[config.mk]
export PLATFORM = sky130hd
export DESIGN_NAME = lane_fifo_bank
export DESIGN_NICKNAME = d
export VERILOG_FILES = /design/src/rtl/lane_fifo_bank.sv
export SDC_FILE = /design/constraint.sdc
export NUM_CORES = 1
export LEC_CHECK = 0
export ABC_CLOCK_PERIOD_IN_PS = 2600
export CELL_PAD_IN_SITES_DETAIL_PLACEMENT = 1
export CELL_PAD_IN_SITES_GLOBAL_PLACEMENT = 1
export CORE_MARGIN = 1
export CORE_UTILIZATION = 46
export CTS_BUF_LIST = sky130_fd_sc_hd__clkbuf_8 sky130_fd_sc_hd__clkbuf_16
export DETAILED_ROUTE_END_ITERATION = 12
export PLACE_DENSITY_LB_ADDON = 0.1
export SLEW_MARGIN = 15
export SYNTH_ARGS = -nofsm -noshare
export SYNTH_HDL_FRONTEND = slang
export SYNTH_SLANG_ARGS = --single-unit
[constraint.sdc]
create_clock -name clk -period 2.6 [get_ports clk]
set_clock_uncertainty 0.2 [all_clocks]
set_input_delay 0.52 -clock clk [delete_from_list [all_inputs] [get_ports clk]]
set_output_delay 0.52 -clock clk [all_outputs]
set_load 0.02 [all_outputs]
[src/rtl/lane_fifo_bank.sv]
// Bank of LANES independent FIFOs fed a row at a time and popped per lane to feed a systolic array.
// Optional sticky overflow/underflow flags are compiled in with LANE_FIFO_ERR_EN.
module lane_fifo_bank #(
   parameter int WIDTH = 8,
   parameter int LANES = 4,
   parameter int DEPTH = 8
) (
   input  logic                   clk,
   input  logic                   reset,
   input  logic                   wr_en,
   input  logic [LANES*WIDTH-1:0] wr_data,
   input  logic [LANES-1:0]       fifo_en,
   output logic [LANES*WIDTH-1:0] rd_data,
   output logic [LANES-1:0]       rd_valid,
   output logic                   full,
   output logic [LANES-1:0]       empty,
   output logic [1:0]             err
);

   localparam int AW = (DEPTH > 1) ? $clog2(DEPTH) : 1;
   localparam int CW = AW + 1;

   logic [WIDTH-1:0] mem [LANES][DEPTH];
   logic [AW-1:0]    wr_ptr [LANES];
   logic [AW-1:0]    rd_ptr [LANES];
   logic [CW-1:0]    cnt    [LANES];

   logic             full_c;
   logic [LANES-1:0] empty_c;
   logic [LANES-1:0] pop;
   logic             wr_acc;

   logic [LANES*WIDTH-1:0] rd_data_p1;
   logic [LANES-1:0]       vld_p1;

   always_comb begin
      full_c  = 1'b0;
      empty_c = '0;
      for (int i = 0; i < LANES; i++) begin
         empty_c[i] = (cnt[i] == '0);
         if (cnt[i] == CW'(DEPTH)) full_c = 1'b1;
      end
   end

   // Full is the OR over lanes, so a pop on the fullest lane cannot admit a same-cycle write.
   assign wr_acc = wr_en & ~full_c;
   assign pop    = fifo_en & ~empty_c;

   always_ff @(posedge clk) begin
      if (wr_acc) begin
         for (int i = 0; i < LANES; i++) begin
            mem[i][wr_ptr[i]] <= wr_data[i*WIDTH +: WIDTH];
         end
      end
   end

   // Stage p0 -> p1: pointer/count update and registered read with zero bubbles.
   always_ff @(posedge clk or negedge reset) begin
      if (!reset) begin
         for (int i = 0; i < LANES; i++) begin
            wr_ptr[i] <= '0;
            rd_ptr[i] <= '0;
            cnt[i]    <= '0;
         end
         rd_data_p1 <= '0;
         vld_p1     <= '0;
      end else begin
         for (int i = 0; i < LANES; i++) begin
            if (wr_acc) wr_ptr[i] <= wr_ptr[i] + AW'(1);
            if (pop[i]) rd_ptr[i] <= rd_ptr[i] + AW'(1);
            cnt[i] <= cnt[i] + CW'(wr_acc) - CW'(pop[i]);
            rd_data_p1[i*WIDTH +: WIDTH] <= pop[i] ? mem[i][rd_ptr[i]] : '0;
         end
         vld_p1 <= pop;
      end
   end

   assign rd_data  = rd_data_p1;
   assign rd_valid = vld_p1;
   assign full     = full_c;
   assign empty    = empty_c;

`ifdef LANE_FIFO_ERR_EN
   logic [1:0] err_q;

   always_ff @(posedge clk or negedge reset) begin
      if (!reset) begin
         err_q <= 2'b00;
      end else begin
         if (wr_en && full_c)           err_q[0] <= 1'b1;
         if (|(fifo_en & empty_c))      err_q[1] <= 1'b1;
      end
   end

   assign err = err_q;
`else
   assign err = 2'b00;
`endif

endmodule

# Word-level counts from Yosys, hierarchy flattened
# Memories as Yosys holds them, arrays and structs flattened.
# Cells that the tools add are included.
# W data, S select, Z words.
[totals] regBits=76 ram_bits=256 inputBits=39 output_inout_bits=43 word_cells=100 memories=1
[classes] addsub=16 order_cmp=12 eq_ne=4 n_mux=33 n_bitwise=12 reduce_logical=8
[mem_list] memory="mem" words=4 width=64 read_ports=4 rd_clocked_by_memory_dff=0 wr=4 line_no="23" text="logic [WIDTH-1:0] mem [LANES][DEPTH];"
[ops] operator="$mux W64" n=4
[ops] operator="$mux W8" n=16
[ops] operator="$bmux W8 S3" n=4
[ops] operator="$demux W8 S3" n=4
[ops] operator="$ge A4 B4 Y1 const B" n=8
[ops] operator="$not A3 Y4" n=8
[ops] operator="$add A3 B1 Y3 const B" n=8
[ops] operator="$add A4 B1 Y4" n=4
[ops] operator="$eq A4 B4 Y1 const B" n=4
[ops] operator="$logic_not A4 Y1" n=4
[ops] operator="$lt A4 B1 Y1 const B" n=4
[ops] operator="$sub A4 B1 Y4" n=4
[ops] operator="$mux W1" n=5
[ops] operator="$and A4 B4 Y4" n=1
[ops] operator="$logic_and A1 B1 Y1" n=4
[ops] operator="$not A4 Y4" n=1
[ops] operator="$and A1 B1 Y1" n=1
[ops] operator="$not A1 Y1" n=1

# Longest topological paths before layout
# Gate-level depths: netlist of run 1.
[logic_depth] word_depth=9 ltp_mapped=12 mapped_depth_nobuf=11

# Least setup slack after synthesis of run 1
# OpenSTA, ideal clock, no wires.
[synth_path] path_type="flip-flop to flip-flop" start="register cnt[10] (netlist bit)" end="register cnt[10] (netlist bit)" setup_ps=123 arrival_ps=2381 required_ps=2277 path_slack_ps=-103 stages_incl_launch_ff=12 path_buffers=0 period_less_slack_ps=2703 cell_sequence="dfrtp_1 -> inv_1 -> ha_1 -> nor3b_1 -> a2111oi_4 -> nand2_2 -> ha_1 -> inv_1 -> ha_1 -> inv_1 -> fa_1 -> xnor2_1"
[synth_between] elab_chain_len=8 word_cells_on_any_way=11 classes_between="2 x add/sub; 1 x eq/ne; 3 x mux; 4 x bitwise; 1 x reduce/logical"
[synth_lines] element="from (decl)" line_no="26" text="logic [CW-1:0] cnt [LANES];"
[synth_lines] element="from (signal, indexed assignment)" line_no="71" text="cnt[i] <= cnt[i] + CW'(wr_acc) - CW'(pop[i]);"
[synth_lines] element="$eq A4 B4 Y1" line_no="41" text="if (cnt[i] == CW'(DEPTH)) full_c = 1'b1;"
[synth_lines] element="$mux W1 (3 in a row)" line_no="41"
[synth_lines] element="$not A1 Y1" line_no="46" text="assign wr_acc = wr_en & ~full_c;"
[synth_lines] element="$and A1 B1 Y1" line_no="46"
[synth_lines] element="$add A4 B1 Y4" line_no="71"
[synth_lines] element="$sub A4 B1 Y4 (*)" line_no="71"
# Every way passes the cells marked *; elsewhere a longest branch is shown, timed or not.
# A chain may end at the register's enable or synchronous reset.

# Final worst setup path of run 1
[layout_path] start="register cnt[2] (netlist bit)" end="register cnt[15] (netlist bit)"
[layout_between] elab_chain_len=6
[layout_lines] element="$eq A4 B4 Y1" line_no="41"
[layout_lines] element="$mux W1" line_no="41"
[layout_lines] element="$not A1 Y1" line_no="46"
[layout_lines] element="$and A1 B1 Y1" line_no="46"
[layout_lines] element="$add A4 B1 Y4" line_no="71"
[layout_lines] element="$sub A4 B1 Y4" line_no="71"
# No other way between the ends.

==> metrics.txt, run 1 <==
outcome complete, but fails checks; failing checks setup timing; Mapped Avg Cell Area 19.0 sq um; Boundary Pins 82; Logic pwr share 0.334; Tmin final 2.68 ns; post-synth top area share 0.591; top achievable clock speed 373 MHz; Synth Flop Type edfxtp_1; Final WS setup -0.0830 ns; Slew @ Worst Pin 0.816 ns; worst-path maximum fanout 6; fin nets 925; worst-skew pair later-pin latency 0.52 ns; # Max-Cap Violations 0; Placed Cells 1183; DRC viols 0; routed vias 6520; global-route wire length before repair 41900 microns; Setup WS pre-CTS -0.125 ns; Post-synth top cells edfxtp_1 (256), dfrtp_1 (76), mux4_2 (64); Avg WL per Cell 21.3 microns; total power draw 20.0 mW; gpl congestion 0.757; Power Internal 13.9 mW; Setup Crit Path Kind reg2reg; Final Hold Fails 0; Diodes inserted 0; fraction of registers with async set/reset 0.229; sequential area share after synthesis 0.738; Tightest Hold Check Type reg2reg; GRT met1 Usage 0.251; fill count 2462; Initial DRC Count 488; hpwl dp 17000 microns; grt met2 use 0.339; share of cells above drive strength 1 0.314; GR peak layer met2; clock sinks 332; GR Overflow Total 0; Worst VDD drop 0.896 mV; top-count cell post-synth edfxtp_1; setup_tns -0.461 ns; EDFF count, synth 256; biggest area consumer among synthesized cells edfxtp_1; vias in the first global route 7364; core footprint 27800 sq um; fin cells 1257; CTS Buf Count 37; Layout area overhead 26.8%; yosys warns 0; main area contributors after synthesis edfxtp_1 (59%), dfrtp_1 (15%), mux4_2 (11%), ha_1 (3.1%), mux2i_1 (2.5%); die footprint 28900 sq um; Sw Share 0.306; Slew Limit Fails 0; CTS tree built; Routed Antenna Nets 0; CP Launch Type flip-flop; Die W 170 microns; Min Hold Slack 0.306 ns; post-synthesis cell type count 30; RSZ-0062 raised after global routing yes; GR Util met3 0.0347; Worst Setup End Kind flip-flop; drt via density 5.19; Mapped Area 13000 sq um; Post-Route WL 26800 microns; relative slew slack 0.456; clk slew on worst S/H paths 0.06 ns; clock network power share 0.278; Cells after Synth 683; initial antenna violation count 0; leakage 6.08 nW; Cell Rows 61; first drt pass iteration count 4; largest net degree at the start of global routing 33; Synth Register Bits 332; CP required 2.83 ns; Psw 6.12 mW; Final setup viols 9; Reg2Reg Setup Slack -0.08 ns; period utilisation layout 1.03; number of I/O port buffers 79; Starting Density 0.468; Cell Pwr Density 1220 nW/um^2; CTS H-tree lvls 2; Chip Height 170 microns; WP data arrival 2.92 ns; clock buffer depth 3; share of power burned in registers 0.388; Root Buffer clkbuf_16; GRT Util Overall 0.195
## stage by stage
stage / util / instance area, sq um
finish: 0.593 / 16500
CTS: 0.588 / 16300
floorplan: - / 13000
global route: 0.593 / 16500
global placement: 0.530 / 14700
detailed placement: 0.530 / 14700
## timing repair
action / 4_1_cts / 5_1_grt
hold endpoints to repair: 29 / 0
buffers inserted: 5 / 0
resized for setup: 64 / 45
setup endpoints to repair: 65 / 169
hold buffers: 1 / 0
cloned: 0 / 0
pin swaps: 19 / 14
## state kept, by name, indices dropped and copies added, names as in the netlist
register / flops
rd_ptr: 12
mem: 256
cnt: 16
rd_valid: 4
wr_ptr: 12
rd_data: 32
## logic make-up (layout without fill, tap and decap cells)
logic type | count (synthesis) | after routing | share of synthesized area
compound gates | 9 | 9 | 0.00597
xor+xnor | 24 | 24 | 0.0162
fa+ha+maj | 36 | 36 | 0.0370
buf+inv | 62 | 257 | 0.0211
flops | 332 | 332 | 0.738
mux | 101 | 101 | 0.140
other cells | 1 | 2 | 0.000288
simple gates | 118 | 118 | 0.0422
## power by group through the flow
| stage | Combinational [mW] | Clock [mW] | Sequential (mW) |
|---|---|---|---|
| final | 6.70 | 5.57 | 7.76 |
| after global routing | 7.33 | 5.88 | 7.90 |
| after CTS | 6.53 | 5.72 | 7.78 |
| after detailed placement | 6.05 | 0 | 7.84 |
| after global placement | 5.76 | 0 | 7.74 |
| after floorplan | 3.80 | 0 | 7.77 |
## worst max-delay path: stages (launching register included)
cell	delay, ns
dfrtp_1	0.34
inv_2	0.04
ha_2	0.16
nor3b_4	0.15
a2111oi_4	0.35
buf_4	0.20
nand2_8	0.09
ha_4	0.27
inv_2	0.04
ha_4	0.15
buf_4	0.13
a21o_1	0.17
a21oi_2	0.13
xor2_1	0.17
## path summary, 6_finish.rpt
path / start / endpoint / cells past startpoint
max: cnt[2] / cnt[15] / 13
min: wr_ptr[5] / wr_ptr[5] / 1
max reg2reg: cnt[2] / cnt[15] / 13
min reg2reg: wr_ptr[5] / wr_ptr[5] / 1
max in group asynchronous: reset / wr_ptr[10] / 3
min in group asynchronous: reset / rd_data[0] / 2
## final cells by class
class | count | area [sq um] | area share
Multi-Input combinational cell | 290 | 3480 | 0.211
Inverter | 33 | 126 | 0.00767
Clock inverter | 26 | 315 | 0.0191
Sequential cell | 332 | 9590 | 0.582
Timing Repair Buffer | 156 | 1490 | 0.0903
Tap cell | 378 | 473 | 0.0287
Clock buffer | 42 | 1020 | 0.0617
## placed cells by master, fill, tap and decap left out, types with 8 or more instances in the layout
cell             Yosys  final
buf_4                7     56
buf_6                0     14
clkbuf_16            0     39
clkdlybuf4s50_1      0     73
dfrtp_1             76     76
edfxtp_1           256    256
ha_1                32     22
ha_4                 0      9
inv_1               33     25
inv_2                0     13
mux2i_1             32     32
mux4_2              64     64
nand2_1             21     20
nand3_1              8      8
nor2_1              57     47
xnor2_1             19     16
## routing by layer
layer	routed length, microns	share of wire
met1	11500	0.43
met2	14000	0.52
met3	893	0.033
met4	473	0.018
met5	0	0
Note: power is estimated with default switching activity, not from simulation.
==> inputs of run 2 (changes only) <==
Settings changed: ABC_CLOCK_PERIOD_IN_PS 2600 to 2690, CORE_UTILIZATION 46 to 30.
Clock period 2.6 ns to 2.69 ns, I/O delays scaled along.
==> metrics.txt, run 2 (synthesis gave the netlist of run 1 again) <==
Placed Instance Area 15000 sq um; Chip Height 210 microns; GR Overflow Total 0; fin nets 931; clock sinks 332; worst-skew pair later-pin latency 0.54 ns; Reg2Reg Setup Slack 0.02 ns; share of cells above drive strength 1 0.291; clk slew on worst S/H paths 0.06 ns; cell area after layout 16600 sq um; Logic pwr share 0.330; Final Hold Fails 0; Root Buffer clkbuf_16; clock buffer depth 3; setup_tns 0 ns; period utilisation layout 0.996; met2 WL 14600 microns; Tightest Hold Check Type in2async; Worst VDD drop 0.446 mV; Highest Signal Layer met4; Worst Setup End Kind output port; Psw 5.84 mW; CP required 1.95 ns; relative slew slack 0.399; most frequent cells in the layout edfxtp_1 (256), dfrtp_1 (76), clkdlybuf4s50_1 (73), buf_4 (72), mux4_2 (64); Post-Route WL 28400 microns; RSZ-0062 raised after global routing yes; outcome finished clean; gpl congestion 0.703; Tmin final 2.68 ns; Setup Crit Path Kind reg2out; Cell Chain, Critical Path ha_2 > nor3b_4 > a2111oi_4 > buf_4 > inv_2 > buf_6; Initial DRC Count 286; global-route wire length before repair 44200 microns; GRT Util Overall 0.135; number of I/O port buffers 79; max reg flops 256; largest net degree at the start of global routing 43; commonest non-fill, non-tap cell in the layout edfxtp_1; routed vias 6523; initial antenna violation count 0; top achievable clock speed 373 MHz; DRC viols 0; CTS tree built; r2r startpoint cnt[3]; leakage 6.07 nW; Met1 Wirelength 12100 microns; Die W 210 microns; Cell Rows 75; Starting Density 0.307; core footprint 42300 sq um; clock network power share 0.278; Routed Antenna Nets 0; WP data arrival 1.94 ns; first drt pass iteration count 4; die footprint 44200 sq um; Sw Share 0.307; reg2reg path depth 11; total power draw 19.0 mW; Cell Pwr Density 1150 nW/um^2; Slew @ Worst Pin 0.902 ns; met3 wire length 865 microns; # Max-Cap Violations 0; CTS H-tree lvls 2; vias in the first global route 7451; CP Launch Type flip-flop; Final setup viols 0; share of power burned in registers 0.393; Power Internal 13.2 mW; critical path's slowest cell dfrtp_1; Critical R2R Capture cnt[5]; Diodes inserted 0; CTS Buf Count 39; worst-path maximum fanout 2; Boundary Pins 82; Avg WL per Cell 19.4 microns; drt via density 4.46; hpwl dp 18300 microns; Min Hold Slack 0.170 ns; Layout area overhead 27.5%; Largest stage delay, worst path 0.38 ns; Slew Limit Fails 0
## run 2: cell count changes in the layout (fill, tap and decap cells not counted), sizes merged
cell / previous run / this run
buf: 78 / 82
clkinv: 9 / 10
dlygate4sd2: 1 / 2
clkbuf: 43 / 42
bufinv: 7 / 5
inv: 42 / 47
## run 2: how the worst max path moves through the flow
stage                  to  depth (start not counted)     from
6_report             full                          6   cnt[3]
3_3_place_gp       cnt[9]                         11  cnt[11]
2_1_floorplan  mem[3][48]                          7  cnt[10]
5_1_grt            cnt[7]                         12   cnt[3]
3_5_place_dp       cnt[6]                         12  cnt[10]
4_1_cts              full                          7   cnt[6]
## run 2: what timing repair did
action / in CTS / in global routing
endpoints found under the hold margin: 76 / 0
setup buffers: 4 / 2
pin swaps: 12 / 17
hold buffers: 1 / 0
endpoints found under the setup margin: 76 / 47
gates resized for setup: 43 / 27
## run 2: per-stage QoR
stage               setup WS, ns   util  cells
finish                    0.0118  0.392   1464
global placement          -0.104  0.355   1387
detailed placement        -0.211  0.355   1387
floorplan                0.00741      -    684
global route              -0.112  0.392   1464
CTS                      -0.0976  0.389   1462
## run 2: cell type report
type	instances	area [sq um]
fill	4117	25800
sequential	332	9590
multi-input combinational	290	3360
timing repair buffer	160	1480
clock buffer	42	1020
tap	577	722
clock inverter	30	272
inverter	33	131
## run 2: metal layers
layer  track usage  vias to the layer above
li1              -                     2937
met1         0.166                     3443
met2         0.235                      100
met3        0.0237                       43
met4        0.0529                        0
met5             0                        -
## run 2: worst max-delay path, delay by kind of cell, from the launching register on
kind	cells	cell delay, ns
flip-flops	1	0.38
adder cells (fa/ha/maj)	1	0.18
AO/OA/AOI/OAI	1	0.35
buffers and inverters	3	0.35
AND/OR/NAND/NOR	1	0.15
## run 2: power groups by stage
stage	Combinational (mW)	Sequential, mW	Clock [mW]
6_report	6.27	7.46	5.28
3_3_place_gp	5.80	7.47	0
3_5_place_dp	6.02	7.54	0
5_1_grt	6.91	7.60	5.66
4_1_cts	6.28	7.48	5.47
2_1_floorplan	3.66	7.50	0
==> inputs of run 3 (changes only) <==
Settings changed: GPL_TIMING_DRIVEN from default to 0.
==> metrics.txt, run 3 (synthesis gave the netlist of run 1 again) <==
routed vias 6404; Routed Antenna Nets 0; core footprint 42300 sq um; Worst VDD drop 0.546 mV; clock buffer depth 3; Cell Chain, Critical Path ha_4 > nor3b_4 > a2111oi_4 > buf_4 > buf_12 > nand2_8 > ha_4 > inv_2 > ha_4 > inv_2 > fa_2 > inv_2; CTS tree built; largest net degree at the start of global routing 47; relative slew slack 0.428; Cell Rows 75; Worst Setup End Kind flip-flop; top achievable clock speed 358 MHz; number of I/O port buffers 79; Slew @ Worst Pin 0.859 ns; Largest stage delay, worst path 0.52 ns; # Max-Cap Violations 0; critical path's slowest cell fa_2; GR Overflow Total 0; RSZ-0062 raised after global routing yes; initial antenna violation count 0; Tmin final 2.80 ns; gpl congestion 0.690; Tightest Hold Check Type reg2reg; vias in the first global route 7517; Final WS setup -0.106 ns; CP required 2.92 ns; leakage 5.96 nW; Die W 210 microns; commonest non-fill, non-tap cell in the layout edfxtp_1; GRT Util Overall 0.139; share of cells above drive strength 1 0.306; Slew Limit Fails 0; worst-skew pair later-pin latency 0.54 ns; cell area after layout 16600 sq um; Cell Pwr Density 1170 nW/um^2; Avg WL per Cell 20.3 microns; Placed Cells 1348; Layout area overhead 28.0%; outcome complete, but fails checks; Setup WS pre-CTS -1.05 ns; most frequent cells in the layout edfxtp_1 (256), dfrtp_1 (76), clkdlybuf4s50_1 (73), mux4_2 (64), clkbuf_16 (41); clock sinks 332; Boundary Pins 82; fill count 4138; setup_tns -0.724 ns; failing checks setup timing; Final setup viols 11; fin nets 909; worst-path maximum fanout 6; CP bufs+invs 5; global-route wire length before repair 45500 microns; CP Launch Type flip-flop; clk slew on worst S/H paths 0.06 ns; hpwl dp 18500 microns; max reg flops 256; Chip Height 210 microns; drt via density 4.44; Finished Core Util 0.393; CTS Buf Count 39; fin cells 1441; first drt pass iteration count 4; Crit path max-delay family adder cells; Root Buffer clkbuf_16; Diodes inserted 0; Setup Crit Path Kind reg2reg; Initial DRC Count 217; WP data arrival 3.03 ns; Starting Density 0.307; DRC viols 0; period utilisation layout 1.04; CTS H-tree lvls 2; Final Hold Fails 0; Placed Instance Area 14700 sq um; die footprint 44200 sq um; Post-Route WL 29200 microns
run 3: area by class of cell:
cell class                      instances  area (sq um)  area share
Timing Repair Buffer                  110          1080      0.0647
Tap cell                              577           722      0.0434
Sequential cell                       332          9590       0.576
Buffer                                 28           146     0.00879
Inverter                               33           129     0.00774
Clock inverter                         27           284      0.0171
Clock buffer                           44          1070      0.0641
Multi-Input combinational cell        290          3630       0.218
run 3: power by group:
part | switching, mW | internal [mW] | total (mW)
Sequential | 0.541 | 6.74 | 7.28
Combinational | 3.58 | 3.16 | 6.74
Clock | 2.10 | 3.42 | 5.52
run 3: routing by layer:
| layer | vias to the layer above | global-route usage | wire length, microns |
|---|---|---|---|
| met5 | - | 0 | 0 |
| met4 | 0 | 0.0468 | 596 |
| met3 | 42 | 0.0253 | 949 |
| met2 | 88 | 0.247 | 15300 |
| met1 | 3373 | 0.171 | 12400 |
| li1 | 2901 | - | - |
run 3: worst register-to-register path: stages (launching register included):
cell and delay (ns):
dfrtp_1 0.41, ha_4 0.17, nor3b_4 0.15, a2111oi_4 0.34
buf_4 0.20, buf_12 0.11, nand2_8 0.08, ha_4 0.26
inv_2 0.06, ha_4 0.13, inv_2 0.04, fa_2 0.52
inv_2 0.03
run 3: through the flow:
stage,total power [mW],hold WS (ns)
after global routing,20.7,0.338
after CTS,19.7,0.318
after detailed placement,13.3,0.306
final,19.5,0.312
after global placement,13.0,0.280
after floorplan,11.2,0.0424
run 3: final timing paths:
path | start | end | slack, ns | cells after the start
worst min register to register | wr_ptr[8] | wr_ptr[8] | 0.31 | 1
worst min-delay path | wr_ptr[8] | wr_ptr[8] | 0.31 | 1
worst max register to register | cnt[3] | cnt[9] | -0.11 | 12
max in group asynchronous | reset | rd_data[22] | 1.31 | 3
min in group asynchronous | reset | rd_data[0] | 0.33 | 2
worst max-delay path | cnt[3] | cnt[9] | -0.11 | 12
run 3: what timing repair did:
action | 4_1_cts | 5_1_grt
setup buffers | 14 | 8
pin swaps | 23 | 16
hold buffers | 1 | 0
gates resized for setup | 103 | 17
hold endpoints to repair | 30 | 0
setup endpoints to repair | 267 | 172
